===== src/rtl/lvds_pkg.sv =====
// lvds_pkg: shared types and constants for the LVDS transmit serializer.
// Holds the FSM state enum, word/lane widths and the lane-split helpers.
package lvds_pkg;

  localparam int LANES  = 8;
  localparam int WORD_W = 16;

  typedef enum logic [1:0] {
    ST_TRAIN = 2'd0,
    ST_IDLE  = 2'd1,
    ST_DATA  = 2'd2
  } state_t;

  // odd word bits go out on the rising half
  function automatic logic [LANES-1:0] lane_rise(
    input logic [WORD_W-1:0] w
  );
    logic [LANES-1:0] r;
    for (int i = 0; i < LANES; i++) r[i] = w[2*i+1];
    return r;
  endfunction

  // even word bits go out on the falling half
  function automatic logic [LANES-1:0] lane_fall(
    input logic [WORD_W-1:0] w
  );
    logic [LANES-1:0] f;
    for (int i = 0; i < LANES; i++) f[i] = w[2*i];
    return f;
  endfunction

endpackage


===== src/rtl/lvds_tx_fifo.sv =====
// lvds_tx_fifo: synchronous word buffer in front of the serializer.
// Power-of-two depth so the pointers wrap for free.
module lvds_tx_fifo
  import lvds_pkg::*;
#(
  parameter int DEPTH = 4
) (
  input  logic                    clk,
  input  logic                    rst_n,
  input  logic                    push,
  input  logic [WORD_W-1:0]       din,
  input  logic                    pop,
  output logic [WORD_W-1:0]       dout,
  output logic                    full,
  output logic                    empty,
  output logic [$clog2(DEPTH):0]  count
);

  localparam int AW = $clog2(DEPTH);
  localparam logic [AW:0] FULL_CNT = (AW+1)'(DEPTH);

  logic [WORD_W-1:0] mem [DEPTH];
  logic [AW-1:0]     wr_ptr;
  logic [AW-1:0]     rd_ptr;
  logic              do_push;
  logic              do_pop;

  assign full    = (count == FULL_CNT);
  assign empty   = (count == '0);
  assign do_push = push && !full;
  assign do_pop  = pop && !empty;
  assign dout    = mem[rd_ptr];

  // storage write, no reset needed on data
  always_ff @(posedge clk) begin
    if (do_push) mem[wr_ptr] <= din;
  end

  // pointers and occupancy
  always_ff @(posedge clk or negedge rst_n) begin
    if (!rst_n) begin
      wr_ptr <= '0;
      rd_ptr <= '0;
      count  <= '0;
    end else begin
      if (do_push) wr_ptr <= wr_ptr + AW'(1);
      if (do_pop)  rd_ptr <= rd_ptr + AW'(1);
      unique case ({do_push, do_pop})
        2'b10:   count <= count + (AW+1)'(1);
        2'b01:   count <= count - (AW+1)'(1);
        default: count <= count;
      endcase
    end
  end

endmodule


===== src/rtl/lvds_tx_serializer.sv =====
// lvds_tx_serializer: buffered 16-bit word to 8-lane DDR serializer.
// Optional training bursts enabled by macro LVDS_TX_TRAIN_EN.
module lvds_tx_serializer
  import lvds_pkg::*;
#(
  parameter int                FIFO_DEPTH = 4,
  parameter int                TRAIN_LEN  = 64,
  parameter logic [WORD_W-1:0] TRAIN_WORD = 16'hA5C3,
  parameter logic [WORD_W-1:0] IDLE_WORD  = 16'h0000
) (
  input  logic              clk,
  input  logic              rst_n,
  input  logic [WORD_W-1:0] s_data,
  input  logic              s_valid,
  output logic              s_ready,
  input  logic              train_req,
  output logic [LANES-1:0]  tx_rise,
  output logic [LANES-1:0]  tx_fall,
  output logic              tx_active,
  output logic              training,
  output logic              underrun
);

  localparam int CW = $clog2(FIFO_DEPTH) + 1;
  localparam logic [CW-1:0] FULL_CNT = CW'(FIFO_DEPTH);

  state_t            state_q;
  state_t            state_d;
  logic              booted;
  logic              push;
  logic              pop;
  logic              full;
  logic              empty;
  logic [CW-1:0]     count;
  logic [WORD_W-1:0] head;
  logic [WORD_W-1:0] word_q;
  logic [WORD_W-1:0] word_d;
  logic              act_d;
  logic              trn_d;
  logic              und_d;

`ifdef LVDS_TX_TRAIN_EN
  localparam logic [15:0] LAST = 16'(TRAIN_LEN - 1);
  logic [15:0] cnt_q;
  logic [15:0] cnt_d;
  logic        trn_q;
`else
  logic unused_cfg;
  assign unused_cfg = ^{train_req, TRAIN_WORD, 16'(TRAIN_LEN), trn_d};
`endif

  assign s_ready = booted && (count != FULL_CNT);
  assign push    = s_valid && s_ready && !full;

  lvds_tx_fifo #(
    .DEPTH (FIFO_DEPTH)
  ) u_fifo (
    .clk   (clk),
    .rst_n (rst_n),
    .push  (push),
    .din   (s_data),
    .pop   (pop),
    .dout  (head),
    .full  (full),
    .empty (empty),
    .count (count)
  );

  // input side opens on the first edge after reset release
  always_ff @(posedge clk or negedge rst_n) begin
    if (!rst_n) booted <= 1'b0;
    else        booted <= 1'b1;
  end

  // next state, pop and next output word
  always_comb begin
    state_d = state_q;
    pop     = 1'b0;
    word_d  = IDLE_WORD;
    act_d   = 1'b0;
    trn_d   = 1'b0;
    und_d   = 1'b0;
`ifdef LVDS_TX_TRAIN_EN
    cnt_d   = cnt_q;
    if (state_q == ST_TRAIN) begin
      word_d = TRAIN_WORD;
      trn_d  = 1'b1;
      if (cnt_q == LAST) begin
        state_d = ST_IDLE;
        cnt_d   = '0;
      end else begin
        cnt_d = cnt_q + 16'd1;
      end
    end else if (train_req || !booted) begin
      word_d  = TRAIN_WORD;
      trn_d   = 1'b1;
      cnt_d   = 16'd1;
      state_d = (TRAIN_LEN == 1) ? ST_IDLE : ST_TRAIN;
    end else
`endif
    if (!empty) begin
      pop     = 1'b1;
      word_d  = head;
      act_d   = 1'b1;
      state_d = ST_DATA;
    end else begin
      und_d   = (state_q == ST_DATA);
      state_d = ST_IDLE;
    end
  end

  // state and output word registers
  always_ff @(posedge clk or negedge rst_n) begin
    if (!rst_n) begin
      state_q   <= ST_IDLE;
      word_q    <= IDLE_WORD;
      tx_active <= 1'b0;
      underrun  <= 1'b0;
    end else begin
      state_q   <= state_d;
      word_q    <= word_d;
      tx_active <= act_d;
      underrun  <= und_d;
    end
  end

`ifdef LVDS_TX_TRAIN_EN
  // training counter and flag
  always_ff @(posedge clk or negedge rst_n) begin
    if (!rst_n) begin
      cnt_q <= '0;
      trn_q <= 1'b0;
    end else begin
      cnt_q <= cnt_d;
      trn_q <= trn_d;
    end
  end
  assign training = trn_q;
`else
  assign training = 1'b0;
`endif

  assign tx_rise = lane_rise(word_q);
  assign tx_fall = lane_fall(word_q);

endmodule


===== config.mk =====
export PLATFORM = sky130hd
export DESIGN_NAME = lvds_tx_serializer
export DESIGN_NICKNAME = d
export VERILOG_FILES = /design/src/rtl/lvds_pkg.sv /design/src/rtl/lvds_tx_fifo.sv /design/src/rtl/lvds_tx_serializer.sv
export SDC_FILE = /design/constraint.sdc
export NUM_CORES = 1
export LEC_CHECK = 0
export BUFFER_PORTS_ARGS = -buffer_cell sky130_fd_sc_hd__buf_4
export CORE_MARGIN = 5
export CORE_UTILIZATION = 50
export DETAILED_ROUTE_END_ITERATION = 16
export GPL_TIMING_DRIVEN = 0
export PLACE_DENSITY_LB_ADDON = 0.12
export SYNTH_ARGS = -nofsm -noshare
export SYNTH_HDL_FRONTEND = slang
export SYNTH_HIERARCHICAL = 1
export SYNTH_SLANG_ARGS = --single-unit

===== constraint.sdc =====
create_clock -name clk -period 2.8 [get_ports clk]
set_input_delay 0.14 -clock clk [delete_from_list [all_inputs] [get_ports clk]]
set_output_delay 0.14 -clock clk [all_outputs]
set_load 0.03 [all_outputs]

# After elaboration in Yosys (flattened, before gate mapping)
# Memories as Yosys holds them, arrays and structs flattened.
# Index checks and enable logic that the tools add are counted.
[totals]
inputBits = 20
ramBits = 64
memories = 1
ff_bits = 28
[op_classes]
reduce_logical = 9
mux = 7
add_sub_neg = 4
n_eq_ne = 5
[mem_list]
columns = ["name", "depth", "word_bits", "read_ports", "rd_ports_with_merged_regs", "wr", "line_no", "rtl"]
rows = [
  ["u_fifo.mem", 4, 16, 1, 0, 1, "lvds_tx_fifo.sv:22", "logic [WORD_W-1:0] mem [DEPTH];"],
]
[op_table]
columns = ["cell", "n"]
rows = [
  ["two-way mux 16 bit", 1],
  ["one-hot mux 3 bit (2 select lines)", 1],
  ["logical AND 1 bit", 5],
  ["adder 2 x 1 -> 2 bit, second input constant", 2],
  ["== test 2 bit, second input constant", 2],
  ["two-way mux 1 bit", 4],
  ["adder 3 x 1 -> 3 bit, second input constant", 1],
  ["== test 3 bit, second input constant", 1],
  ["logical NOT 3 bit", 1],
  ["!= test 3 bit, second input constant", 1],
  ["subtractor 3 x 1 -> 3 bit, second input constant", 1],
  ["== test 2 x 1 -> 1 bit, second input constant", 1],
  ["logical NOT 1 bit", 2],
  ["two-way mux 2 bit", 1],
  ["nonzero test 2 bit", 1],
]

# Depth between registers and ports, before layout
# Gate-level depths: netlist (run 1).
[logic_depth]
word_depth = 7
mapped_depth = 10
ltp_nobuf = 10

# By module
# Netlist (run 1), hierarchy kept.
[modules_own_cells]
columns = ["module", "seq_area_each_um2", "cells_each", "area_per_inst_um2", "instances"]
rows = [
  ["lvds_tx_fifo", 2097.0, 121, 2775.2, 1],
  ["lvds_tx_serializer", 501.7, 46, 668.1, 1],
]

# Least setup slack after synthesis (run 1)
# No wires, ideal clock.
[synth_timing]
path_kind = "reg-to-reg"
start = "register u_fifo.count[0]"
end = "register u_fifo.count[2]"
setup_slack_ns = 0.701
n_path_buf = 0
stages_incl_launch_ff = 10
setup_ns = 0.125
t_arrival_ns = 1.974
required_ns = 2.675
synth_period_minus_slack_ns = 2.099
cell_sequence = "dfrtp_1 -> nor3_1 -> inv_2 -> o31a_1 -> ha_1 -> inv_1 -> fa_1 -> xor2_1 -> nor2_1 -> xor2_1"
[synth_via]
word_cells_on_any_way = 17
[synth_lines]
columns = ["element", "line_no", "rtl"]
rows = [
  ["start, declared", "lvds_tx_fifo.sv:16", "output logic [$clog2(DEPTH):0] count"],
  ["start signal, assigned", "lvds_tx_fifo.sv:49", "2'b10: count <= count + (AW+1)'(1);"],
  ["start signal, assigned", "lvds_tx_fifo.sv:50", "2'b01: count <= count - (AW+1)'(1);"],
  ["start signal, assigned", "lvds_tx_fifo.sv:51", "default: count <= count;"],
  ["logical NOT 3 bit *", "lvds_tx_fifo.sv:29", "assign empty = (count == '0);"],
  ["named net empty", "lvds_tx_serializer.sv:33", "logic empty;"],
  ["two-way mux 1 bit *", "n/a", ""],
  ["named net act_d", "lvds_tx_serializer.sv:38", "logic act_d;"],
  ["logical AND 1 bit *", "lvds_tx_fifo.sv:31", "assign do_pop = pop && !empty;"],
  ["named net u_fifo.do_pop", "lvds_tx_fifo.sv:26", "logic do_pop;"],
  ["== test 2 x 1 -> 1 bit or == test 2 bit (tied branches)", "lvds_tx_fifo.sv:48", "unique case ({do_push, do_pop})"],
  ["one-hot mux 3 bit (2 select lines) or nonzero test 2 bit (tied branches)", "n/a", ""],
]
# The timed path passes the listed nets; every way through them passes the cells marked *.
# A chain may end at the register's enable or synchronous reset.

# Worst setup path after layout (run 1)
# Ends and elaborated chain as after synthesis.

==> results of run 1 <==
-- path summary, 6_finish.rpt --
path	startpoint	to	slack, ps
max	u_fifo/count[0]	u_fifo/count[2]	240
min	rst_n	word_q[11]	250
max reg2reg	u_fifo/count[0]	u_fifo/count[2]	240
min reg2reg	state_q[1]	underrun	540
max in group asynchronous	rst_n	state_q[0]	2240
min in group clk	s_valid	u_fifo/wr_ptr[0]	360
-- layer usage --
layer / vias up / wire, um / GRT usage (%)
li1: 753 / - / -
met3: 8 / 145 / 2.98
met5: - / 0 / 0
met4: 0 / 79 / 5.86
met2: 28 / 3070 / 25.7
met1: 841 / 2240 / 16.8
-- state kept, by name, summed over array words and instances, names as in the netlist --
| name | cells |
|---|---|
| booted | 1 |
| u_fifo/count | 3 |
| u_fifo/rd_ptr | 2 |
| state_q | 2 |
| word_q | 16 |
| underrun | 1 |
| u_fifo/mem | 64 |
| u_fifo/wr_ptr | 2 |
-- layout make-up --
class                   count  area, um2  area share, %
flip-flops and latches     91       2600           61.6
multi-input cells          63        762           18.1
repair buffers             54        448           10.6
clock buffers              11        141           3.35
well taps                  80        100           2.37
clock inverters             5       85.1           2.02
plain buffers               6       56.3           1.33
inverters                   7       26.3          0.623
-- where the power goes --
| part | leakage (nW) | internal (W) | switching [W] | total (W) |
|---|---|---|---|---|
| registers | 0.898 | 0.00175 | 0.000113 | 0.00187 |
| clock network | 0.110 | 0.000532 | 0.000430 | 0.000962 |
| logic | 0.616 | 0.000695 | 0.000802 | 0.00150 |
-- cell families (layout without fill, tap and decap cells) --
family / Yosys count / count (layout) / share of synthesized area [%]
AOI/OAI and AO/OA: 1 / 1 / 0.254
xor gates and xnor gates: 6 / 6 / 1.53
adders and majority gates: 6 / 6 / 2.40
buffers and inverters: 13 / 83 / 2.40
DFF: 91 / 91 / 75.5
muxes: 18 / 18 / 12.0
other: 2 / 2 / 0.218
and+or+nand+nor: 30 / 30 / 5.78
-- synth_stat cells, drive strengths merged --
| library cell | number |
|---|---|
| and2 | 4 |
| xnor2 | 3 |
| conb | 2 |
| dfstp | 1 |
| nor3 | 2 |
| mux4 | 16 |
| o31a | 1 |
| nor2b | 14 |
| inv | 7 |
| buf | 6 |
| nor2 | 1 |
| mux2i | 1 |
| dfrtp | 26 |
| nand2 | 2 |
| nor3b | 3 |
| edfxtp | 64 |
| ha | 5 |
| fa | 1 |
| xor2 | 3 |
| and2b | 4 |
| mux2 | 1 |
-- through the flow --
stage / cells / power, W / util, % / hold slack (ps) / cell area [um2]
CTS: 317 / 0.00439 / 62.4 / 249 / 4220
floorplan: 167 / 0.00294 / - / -156 / 3440
finish: 317 / 0.00433 / 62.4 / 252 / 4220
global placement: 284 / 0.00335 / 56.6 / 75.5 / 3820
global route: 317 / 0.00459 / 62.4 / 256 / 4220
detailed placement: 284 / 0.00341 / 56.6 / 85.8 / 3820
==> impl.org, run 1 <==
** Synthesis
- Of the post-synthesis cell area, the dominant cell type holds 55.8%.
- Number of unique standard cell types used by synthesis :: 28
- After synthesis the cells add up to 3440 um2.
- Library cell occupying the most area in the post-synthesis netlist :: sky130_fd_sc_hd__edfxtp_1
- Largest cells by area after synthesis :: sky130_fd_sc_hd__edfxtp_1 (56%), sky130_fd_sc_hd__dfrtp_1 (19%), sky130_fd_sc_hd__mux4_1 (6.1%)
- Yosys printed 6 warnings.
- Yosys reg bits :: 91
- After technology mapping, the gate count stands at 167.
- Mapped Avg Cell Area :: 20.6 um2
- Sequential cells were found to cover 75.5% of the synthesized design area.
- Counting every net in the synthesized netlist gives 193.

** Setup path
- Slowest CP cell :: sky130_fd_sc_hd__nor3_1
- The worst setup path is launched from a flop.
- For the worst setup path, the data required time is 3020 ps.
- Cells traversed along the worst timing path :: nor3_1 -> inv_2 -> o31a_1 -> ha_1 -> inv_1 -> fa_1 -> xor2_1 -> nor2_1 -> xor2_1
- Data arrives at the worst endpoint at 2780 ps.
- Count of cell instances traversed by the critical path :: 9
- The worst setup path is captured at a flop.
- Largest delay contributor family on the critical path :: simple AND/OR/NAND/NOR gates
- Crit Path Category :: flop to flop
- Max stage delay on crit path :: 860 ps
- Worst path bufs/invs :: 2
- R2R cell count :: 9
- Of all nets on the critical path, the largest fanout is 9.
- Critical path's most frequent cell :: sky130_fd_sc_hd__xor2_1

** CTS
- CTS buffer count :: 9
- Clock latency on the worst-skew pair, taken at its later pin, is 340 ps.
- Number of buffers on the longest clock path :: 2
- Number of gates given a new drive strength after cts :: 0
- The H-tree was split into 3 levels.
- Post-CTS repair timing setup buffer count :: 0
- The root buffer cell chosen for the clock tree is sky130_fd_sc_hd__clkbuf_8.
- Clock-pin slew of the registers on the worst-case setup and hold paths :: 90 ps
- Total of hold buffers inserted after clock tree synthesis :: 17
- CTS tree :: yes
- TritonCTS sink count :: 91

** Die
- Top-level I/O count :: 40
- Initial core utilization :: 51.0%
- Placeable core region :: 6760 um2
- The die covers 8650 um2.
- Horizontal die dimension :: 93.0 um
- Die Height :: 93.0 um
- The floorplan has 30 rows.

** Global routing
- First-pass GRT wire length :: 9.07 mm
- Vias in the first global route :: 1,802
- GR Overflow Total :: 0
- Number of antenna violations at the first check in global routing :: 0
- Entering global routing, the biggest net connects 28 pins.
- Global routing used 14.4% of the available tracks across all layers.

** Min path
- Worst min-delay path category :: primary input to async pin

** Finish
- Layout-stage area growth over the synthesis result :: 22.5%
- Number of inserted diodes :: 0
- The library cell used most frequently in the layout, excluding fill and tap cells, is sky130_fd_sc_hd__edfxtp_1.
- Number of nets in the layout :: 258
- After filler insertion, the fill cell instance count of the layout stands at 504.
- In the layout the commonest cells are sky130_fd_sc_hd__edfxtp_1 (64), sky130_fd_sc_hd__buf_4 (39), sky130_fd_sc_hd__dfrtp_1 (26).
- The post-route netlist has 30.4% of its cells at a drive strength greater than 1.

** STA
- Measured against its own limit, the worst slew margin works out to 31.0%.
- Minimum setup slack in the final design :: 237 ps
- The max-slew violation count came to 0.
- Setup violations, final :: 0
- At the pin with the least slew margin, the transition time is 1030 ps.
- Setup repair after global routing missed its margin :: no
- Static timing analysis puts the maximum clock frequency at 0.390 GHz.
- The clock period could shrink to 2560 ps.
- The number of hold violations in the final report came to 0.
- Sum Neg Setup Slack :: 0 ps
- Final clock period utilization by the worst path :: 91.5%
- Clock skew on the completed layout was measured at 8.46 ps.

** Drt
- Detailed-route via count :: 1,630
- Total detailed-routing wirelength :: 5.53 mm
- Ratio of routed vias to standard cells :: 5.14
- First-pass iteration count of the detailed router :: 4
- Number of design rule violations left after detail routing :: 0
- WL per Instance :: 17.5 um
- First DRT Iteration DRCs :: 84
- Post-route antenna net violation count :: 0

** Job
- Max-capacitance violation count :: 0

** Placed design
- The congestion estimate from routability-driven global placement came to 0.665.
- Post-DP HPWL :: 3.40 mm
- Port Buffer Count :: 37
- At the placement stage, the worst setup path has a slack of 230 ps.

** Status
- The flow ran to the end, and the final reports show no timing, DRC or antenna violations.

** Power and ir drop
- Dividing total power by cell area gives a power density of 1030 nW/um2.
- Peak VDD IR :: 0.000507 V
- Static leakage :: 1.62 nW
(Power assumes the default switching activity.)
==> run 2: changes to the inputs <==
--- a/config.mk
+++ b/config.mk
@@ -11,6 +11,8 @@
 export DETAILED_ROUTE_END_ITERATION = 16
 export GPL_TIMING_DRIVEN = 0
 export PLACE_DENSITY_LB_ADDON = 0.12
+export REMOVE_ABC_BUFFERS = 1
+export SLEW_MARGIN = 20
 export SYNTH_ARGS = -nofsm -noshare
 export SYNTH_HDL_FRONTEND = slang
 export SYNTH_HIERARCHICAL = 1
==> constraint.sdc (replaced) <==
create_clock -name clk -period 2.55 [get_ports clk]
set_input_delay 0.1275 -clock clk [delete_from_list [all_inputs] [get_ports clk]]
set_output_delay 0.1275 -clock clk [all_outputs]
set_load 0.03 [all_outputs]
==> impl.org, run 2 (synthesis results as in run 1) <==
** Status
- Status :: complete, no violations

** STA
- Measured slew at the worst slew-check pin :: 999 ps
- Worst Skew :: 7.24 ps
- Number of max-slew violations in the final report :: 0
- Minimum setup slack in the final design :: 265 ps
- Setup repair after global routing missed its margin :: no
- Final clock period utilization by the worst path :: 89.6%
- Clock period minus worst slack :: 2280 ps
- Final hold violations :: 0
- Setup violations remaining at the end of the flow were counted as 0.
- Headroom to the max-slew limit :: 33.4%
- Highest achievable clock rate :: 0.438 GHz

** Global routing
- The initial antenna violation count came to 0.
- Global routing used 14.3% of the available tracks across all layers.
- Vias in the first global route :: 1,744
- After global routing, the most crowded layer is met2.
- In the global route stage, met1 resource usage came out at 16.8%.
- Global routing used 3.14% of the available met3 tracks.
- Met2 capacity usage during global routing :: 25.1%
- First-pass GRT wire length :: 9.02 mm
- After global routing the overflow that remains totals 0.
- Entering global routing, the biggest net connects 28 pins.

** Job
- Max-capacitance violation count :: 0

** Drt
- Ratio of routed vias to standard cells :: 5.13
- Number of design rule violations left after detail routing :: 0
- The first routing iteration left 60 violations.
- The first detailed-routing pass ran for 4 iterations.
- After detailed routing, the average wire length per cell comes to 17.8 um.
- Post-route antenna net violation count :: 0
- Detailed-route via count :: 1,601
- Wires add up to 5.56 mm.

** Setup path
- Crit Path Category :: flop to flop
- Crit path arrival time :: 2550 ps
- The worst setup path is launched from a flop.
- Req. time, crit path :: 2810 ps
- Largest fanout on the critical path :: 8
- The worst setup path is captured at a flop.

** CTS
- TritonCTS sink count :: 91
- Clock latency on the worst-skew pair, taken at its later pin, is 340 ps.
- After clock tree synthesis, the repair step resized 0 gates.
- Post-CTS repair timing setup buffer count :: 0
- Clock-pin slew was measured on the worst setup and hold paths at 90 ps.
- Number of buffers on the longest clock path :: 2
- The H-tree generated during clock tree synthesis spans 3 levels.
- The tree is rooted in a sky130_fd_sc_hd__clkbuf_8.
- TritonCTS built the clock tree.
- TritonCTS created 9 clock buffers.

** Placed design
- Port Buffer Count :: 37
- The congestion estimate from routability-driven global placement came to 0.717.
- Post-place setup slack :: 235 ps
- Post-DP HPWL :: 3.37 mm

** Finish
- u_fifo/mem holds more flip-flops than any other register.
- The post-route netlist has 29.3% of its cells at a drive strength greater than 1.
- Layout-stage area growth over the synthesis result :: 20.5%
- Number of inserted diodes :: 0
- Most frequent standard cell in the layout excluding fill and tap cells :: sky130_fd_sc_hd__edfxtp_1
- The register with the most flip-flops in the layout has 64 of them.
- The largest registers in the layout are u_fifo/mem x64, word_q x16, u_fifo/count x3.
- For this run, the post-layout net count is 253.
- Most used cells in the layout excluding fill and tap cells :: sky130_fd_sc_hd__edfxtp_1 (64), sky130_fd_sc_hd__buf_4 (38), sky130_fd_sc_hd__dfrtp_1 (26)

** Power and ir drop
- Peak VDD IR :: 0.000486 V
- Summed over all cells, the static leakage comes to 1.58 nW.
- Final Power :: 0.00459 W
- For this design the ratio of total power to cell area is 1110 nW/um2.

** Die
- Die Area :: 8650 um2
- Horizontal die dimension :: 93.0 um
- Placeable core region :: 6760 um2
- Top-level I/O count :: 40
- From bottom edge to top edge, the die measures 93.0 um.
- Num rows :: 30
- For this configuration, the core starts out at a cell density of 51.0%.

** Min path
- The tightest min-delay check is of the primary input to async pin type.
==> run 2: worst paths after layout <==
check | start | endpoint | slack [ps] | cells past startpoint
min in group clk | s_valid | u_fifo/wr_ptr[0] | 330 | 5
setup / recovery | u_fifo/count[0] | u_fifo/count[1] | 270 | 7
setup reg to reg | u_fifo/count[0] | u_fifo/count[1] | 270 | 7
max in group asynchronous | rst_n | state_q[0] | 2010 | 2
hold reg to reg | state_q[1] | underrun | 530 | 1
hold / removal | rst_n | u_fifo/count[1] | 220 | 2
==> run 2: per-layer routing <==
layer	part of all wire (%)	vias up
li1	-	742
met1	42	822
met2	54	30
met3	2.9	7
met4	1.4	0
met5	0	-
==> run 2: what timing repair did <==
item	in CTS	in global routing
endpoints found under the hold margin	91	0
hold buffers	17	0
endpoints found under the setup margin	0	0
==> run 2: through the flow <==
stage	std cells	instance area [um2]	setup TNS [ps]	hold WS [ps]	utilization, %
after global placement	278	3760	-4310	59.9	55.7
after global routing	312	4150	0	249	61.4
after floorplan	161	3390	-5.12	-168	-
after CTS	312	4150	0	227	61.4
final	312	4150	0	225	61.4
after detailed placement	279	3780	0	67.7	55.9
==> run 2: layout make-up <==
cell class	instances	area [um2]
fillers	486	2610
repair buffers	55	455
multi-input cells	63	767
well taps	80	100
clock buffers	11	141
clock inverters	5	61.3
flip-flops and latches	91	2600
inverters	7	26.3
==> run 2: worst max-delay path, stage by stage (launching register included) <==
cell                      delay, ps
sky130_fd_sc_hd__dfrtp_1        470
sky130_fd_sc_hd__nor3_2         580
sky130_fd_sc_hd__inv_2          120
sky130_fd_sc_hd__o31a_1         180
sky130_fd_sc_hd__ha_1           220
sky130_fd_sc_hd__inv_1           70
sky130_fd_sc_hd__fa_1           400
sky130_fd_sc_hd__mux2i_1        170
==> run 2: power by group <==
part / leakage, nW / total (W) / switching [W] / internal (W)
combinational: 0.588 / 0.00144 / 0.000735 / 0.000708
clock: 0.0975 / 0.000971 / 0.000485 / 0.000485
sequential: 0.898 / 0.00218 / 0.000255 / 0.00192
==> run 3: changes to the inputs <==
--- a/config.mk
+++ b/config.mk
@@ -5,9 +5,11 @@
 export SDC_FILE = /design/constraint.sdc
 export NUM_CORES = 1
 export LEC_CHECK = 0
+export ABC_AREA = 1
 export BUFFER_PORTS_ARGS = -buffer_cell sky130_fd_sc_hd__buf_4
 export CORE_MARGIN = 5
 export CORE_UTILIZATION = 50
+export CTS_BUF_LIST = sky130_fd_sc_hd__clkbuf_4 sky130_fd_sc_hd__clkbuf_8
 export DETAILED_ROUTE_END_ITERATION = 16
 export GPL_TIMING_DRIVEN = 0
 export PLACE_DENSITY_LB_ADDON = 0.12
==> impl.org, run 3 <==
** Synthesis
- Mapped Avg Cell Area :: 12.4 um2
- Share of flip-flops with an asynchronous set or reset :: 29.7%
- For this run, the number of Yosys warnings is 6.
- The mapped netlist covers 3900 um2.
- Largest cells by area after synthesis :: sky130_fd_sc_hd__edfxtp_1 (49%), sky130_fd_sc_hd__dfrtp_1 (17%), sky130_fd_sc_hd__o211ai_2 (10%)
- Summing the sequential cell areas from Yosys gives 66.7% of the chip area.
- Number of synthesized flops with an enable pin :: 64
- Number of unique standard cell types used by synthesis :: 21
- Synthesis produced 315 cells.
- By count the netlist is led by sky130_fd_sc_hd__edfxtp_1 (64), sky130_fd_sc_hd__inv_1 (64), sky130_fd_sc_hd__nand2_1 (63).
- After synthesis the netlist holds a flip-flop and latch count of 91.
- Most common flop cell mapped by yosys :: sky130_fd_sc_hd__edfxtp_1
- Library cell occupying the most area in the post-synthesis netlist :: sky130_fd_sc_hd__edfxtp_1
- Area share of the largest cell type after synthesis :: 49.3%

** Placed design
- Final weighted congestion in routability-driven placement :: 0.787
- Counting tap cells, the placed design contains a total of 445 instances.
- Port Buffer Count :: 37
- After legalization and detailed placement, the total HPWL measured 3.96 mm.

** STA
- Headroom to the max-slew limit :: 24.5%
- Clock period minus worst slack :: 2210 ps
- Final hold violations :: 0
- Of the available clock period, the critical path in the final layout requires 86.7%.
- Highest achievable clock rate :: 0.452 GHz
- Number of max-slew violations in the final report :: 0
- Measured slew at the worst slew-check pin :: 1130 ps
- Setup repair after global routing missed its margin :: no
- Setup violations remaining at the end of the flow were counted as 0.
- Worst Skew :: 14.0 ps
- Sum Neg Setup Slack :: 0 ps

** Die
- Top-level I/O count :: 40
- Horizontal die dimension :: 98.3 um
- Placeable core region :: 7650 um2
- Measured along the y axis, the die boundary spans 98.3 um.
- Num rows :: 32
- Initial core utilization :: 51.0%
- The floorplan step defined a die boundary enclosing 9660 um2.

** CTS
- CTS tree :: yes
- CTS H-tree depth :: 3
- Clock-pin slew of the registers on the worst-case setup and hold paths :: 90 ps
- The root buffer cell chosen for the clock tree is sky130_fd_sc_hd__clkbuf_8.
- The number of clock buffers added by TritonCTS is 9.
- The clock reaches the later pin of the worst-skew pair after 350 ps.
- The clock passes through at most 2 buffers.
- Counting every sink on the clock net gives 91.

** Finish
- For this run, the post-layout net count is 398.
- Top flop regs :: u_fifo/mem x64, word_q x16, u_fifo/count x3
- Of the cells placed in the final design, the portion with a size suffix greater than 1 is 28.1%.
- The area growth from synthesis to layout is 19.0%.
- Finished Layout Cells :: 479
- Reg with most FFs :: u_fifo/mem
- Leaving out fill and tap cells, the most frequent cell in the layout is sky130_fd_sc_hd__edfxtp_1.
- The register with the most flip-flops in the layout has 64 of them.
- Most used cells in the layout excluding fill and tap cells :: sky130_fd_sc_hd__edfxtp_1 (64), sky130_fd_sc_hd__inv_1 (63), sky130_fd_sc_hd__nand2_1 (63)
- Number of inserted diodes :: 0

** Power and ir drop
- VDD sags by at most 0.000559 V.
- Power spread over the standard cell area amounts to 1110 nW/um2.
- In this run the static leakage power is 2.07 nW.

** Setup path
- The worst setup path is launched from a flop.
- Worst path bufs/invs :: 4
- Data arrives at the worst endpoint at 2270 ps.
- For this design, the slowest cell found on the critical path is sky130_fd_sc_hd__nor2_2.
- Largest delay contributor family on the critical path :: simple AND/OR/NAND/NOR gates
- Data on the critical path is required at its endpoint by 2610 ps.
- Walking the worst path, the cells encountered are inv_2 -> nand3_1 -> inv_1 -> inv_1 -> nand2_1 -> nor2_1 -> nand2_1 -> nor2_2 -> buf_8.
- Max stage delay on crit path :: 500 ps
- STA classifies the critical path endpoint as a flop.
- Crit Path Category :: flop to flop
- Of all nets on the critical path, the largest fanout is 9.

** Global routing
- The initial antenna violation count was 0.
- First-pass GRT wire length :: 10.6 mm
- The number of global-route vias before repair is 2,101.
- Entering global routing, the biggest net connects 67 pins.
- GR Overflow Total :: 0
- Across every metal layer, demand over resource in global routing totals 14.2%.

** Status
- The flow ran to the end, and the final reports show no timing, DRC or antenna violations.

** Drt
- For this run, the detailed router's first-pass iteration total came to 4.
- WL per Instance :: 13.4 um
- In this run the remaining antenna-violating nets after routing total 0.
- The final layout contains routed wiring with a total length of 6.43 mm.
- For this run, design rule violations remaining after detail routing come to 0.
- Detailed-route via count :: 2,191
- Dividing the detail-routed via count by the number of cells gives 4.57.
- First DRT Iteration DRCs :: 86

** Min path
- In this run the worst hold path is classified as primary input to flop.

** Job
- Max-capacitance violation count :: 0
## run 3: power breakdown
part,total (W),internal (W),switching [W],leakage (nW)
registers,0.00212,0.00192,0.000198,0.904
logic,0.00202,0.000730,0.00129,1.06
clock network,0.00101,0.000531,0.000479,0.110
## run 3: area by class of cell
type / instances / area [um2]
Multi-Input combinational cell: 143 / 922
Clock buffer: 12 / 165
Sequential cell: 91 / 2600
Inverter: 68 / 264
Fill cell: 595 / 3010
Tap cell: 102 / 128
Timing Repair Buffer: 59 / 515
Clock inverter: 4 / 47.5
## run 3: cells by family after synthesis
family / synth area share (%)
compound gates: 10.4
xor+xnor: 0.225
fa+ha+maj: 2.12
buf+inv: 9.95
flops: 66.7
other cells: 0.193
simple gates: 10.5
## run 3: worst paths after layout
path / end / slack (ps) / depth (start not counted) / from
setup / recovery: u_fifo/mem[2][13] / 340 / 9 / u_fifo/count[0]
hold / removal: u_fifo/wr_ptr[0] / 150 / 5 / s_valid
setup reg to reg: u_fifo/mem[2][13] / 340 / 9 / u_fifo/count[0]
hold reg to reg: underrun / 480 / 1 / state_q[0]
max in group asynchronous: state_q[0] / 2000 / 2 / rst_n
min in group asynchronous: u_fifo/count[0] / 230 / 2 / rst_n
## run 3: what timing repair did
action / in CTS / in global routing
endpoints found under the setup margin: 0 / 2
buffers inserted: 0 / 1
hold buffers: 17 / 0
hold endpoints to repair: 90 / 0
resized for setup: 0 / 1
## run 3: per-layer routing
metal	vias up	part of all wire [%]	track usage (%)	wire, um
met5	-	0	0	0
met1	1025	47	19.0	2990
met4	0	1.8	6.30	115
met3	9	3.6	2.86	230
met2	34	48	22.6	3090
li1	1123	-	-	-
## run 3: worst min-delay path, delay by kind of cell
family	cells	cell delay, ps
buf+inv	1	110
simple gates	4	240
## run 3: through the flow
step	total power, W	worst slack (ps)	instance area, um2	hold WS (ps)	utilization [%]
6_report	0.00515	338	4640	153	60.7
4_1_cts	0.00520	4.87	4630	138	60.5
3_3_place_gp	0.00410	-306	4170	73.6	54.6
3_5_place_dp	0.00417	24.0	4250	80.0	55.5
2_1_floorplan	0.00354	467	3770	-168	-
5_1_grt	0.00553	120	4640	178	60.7
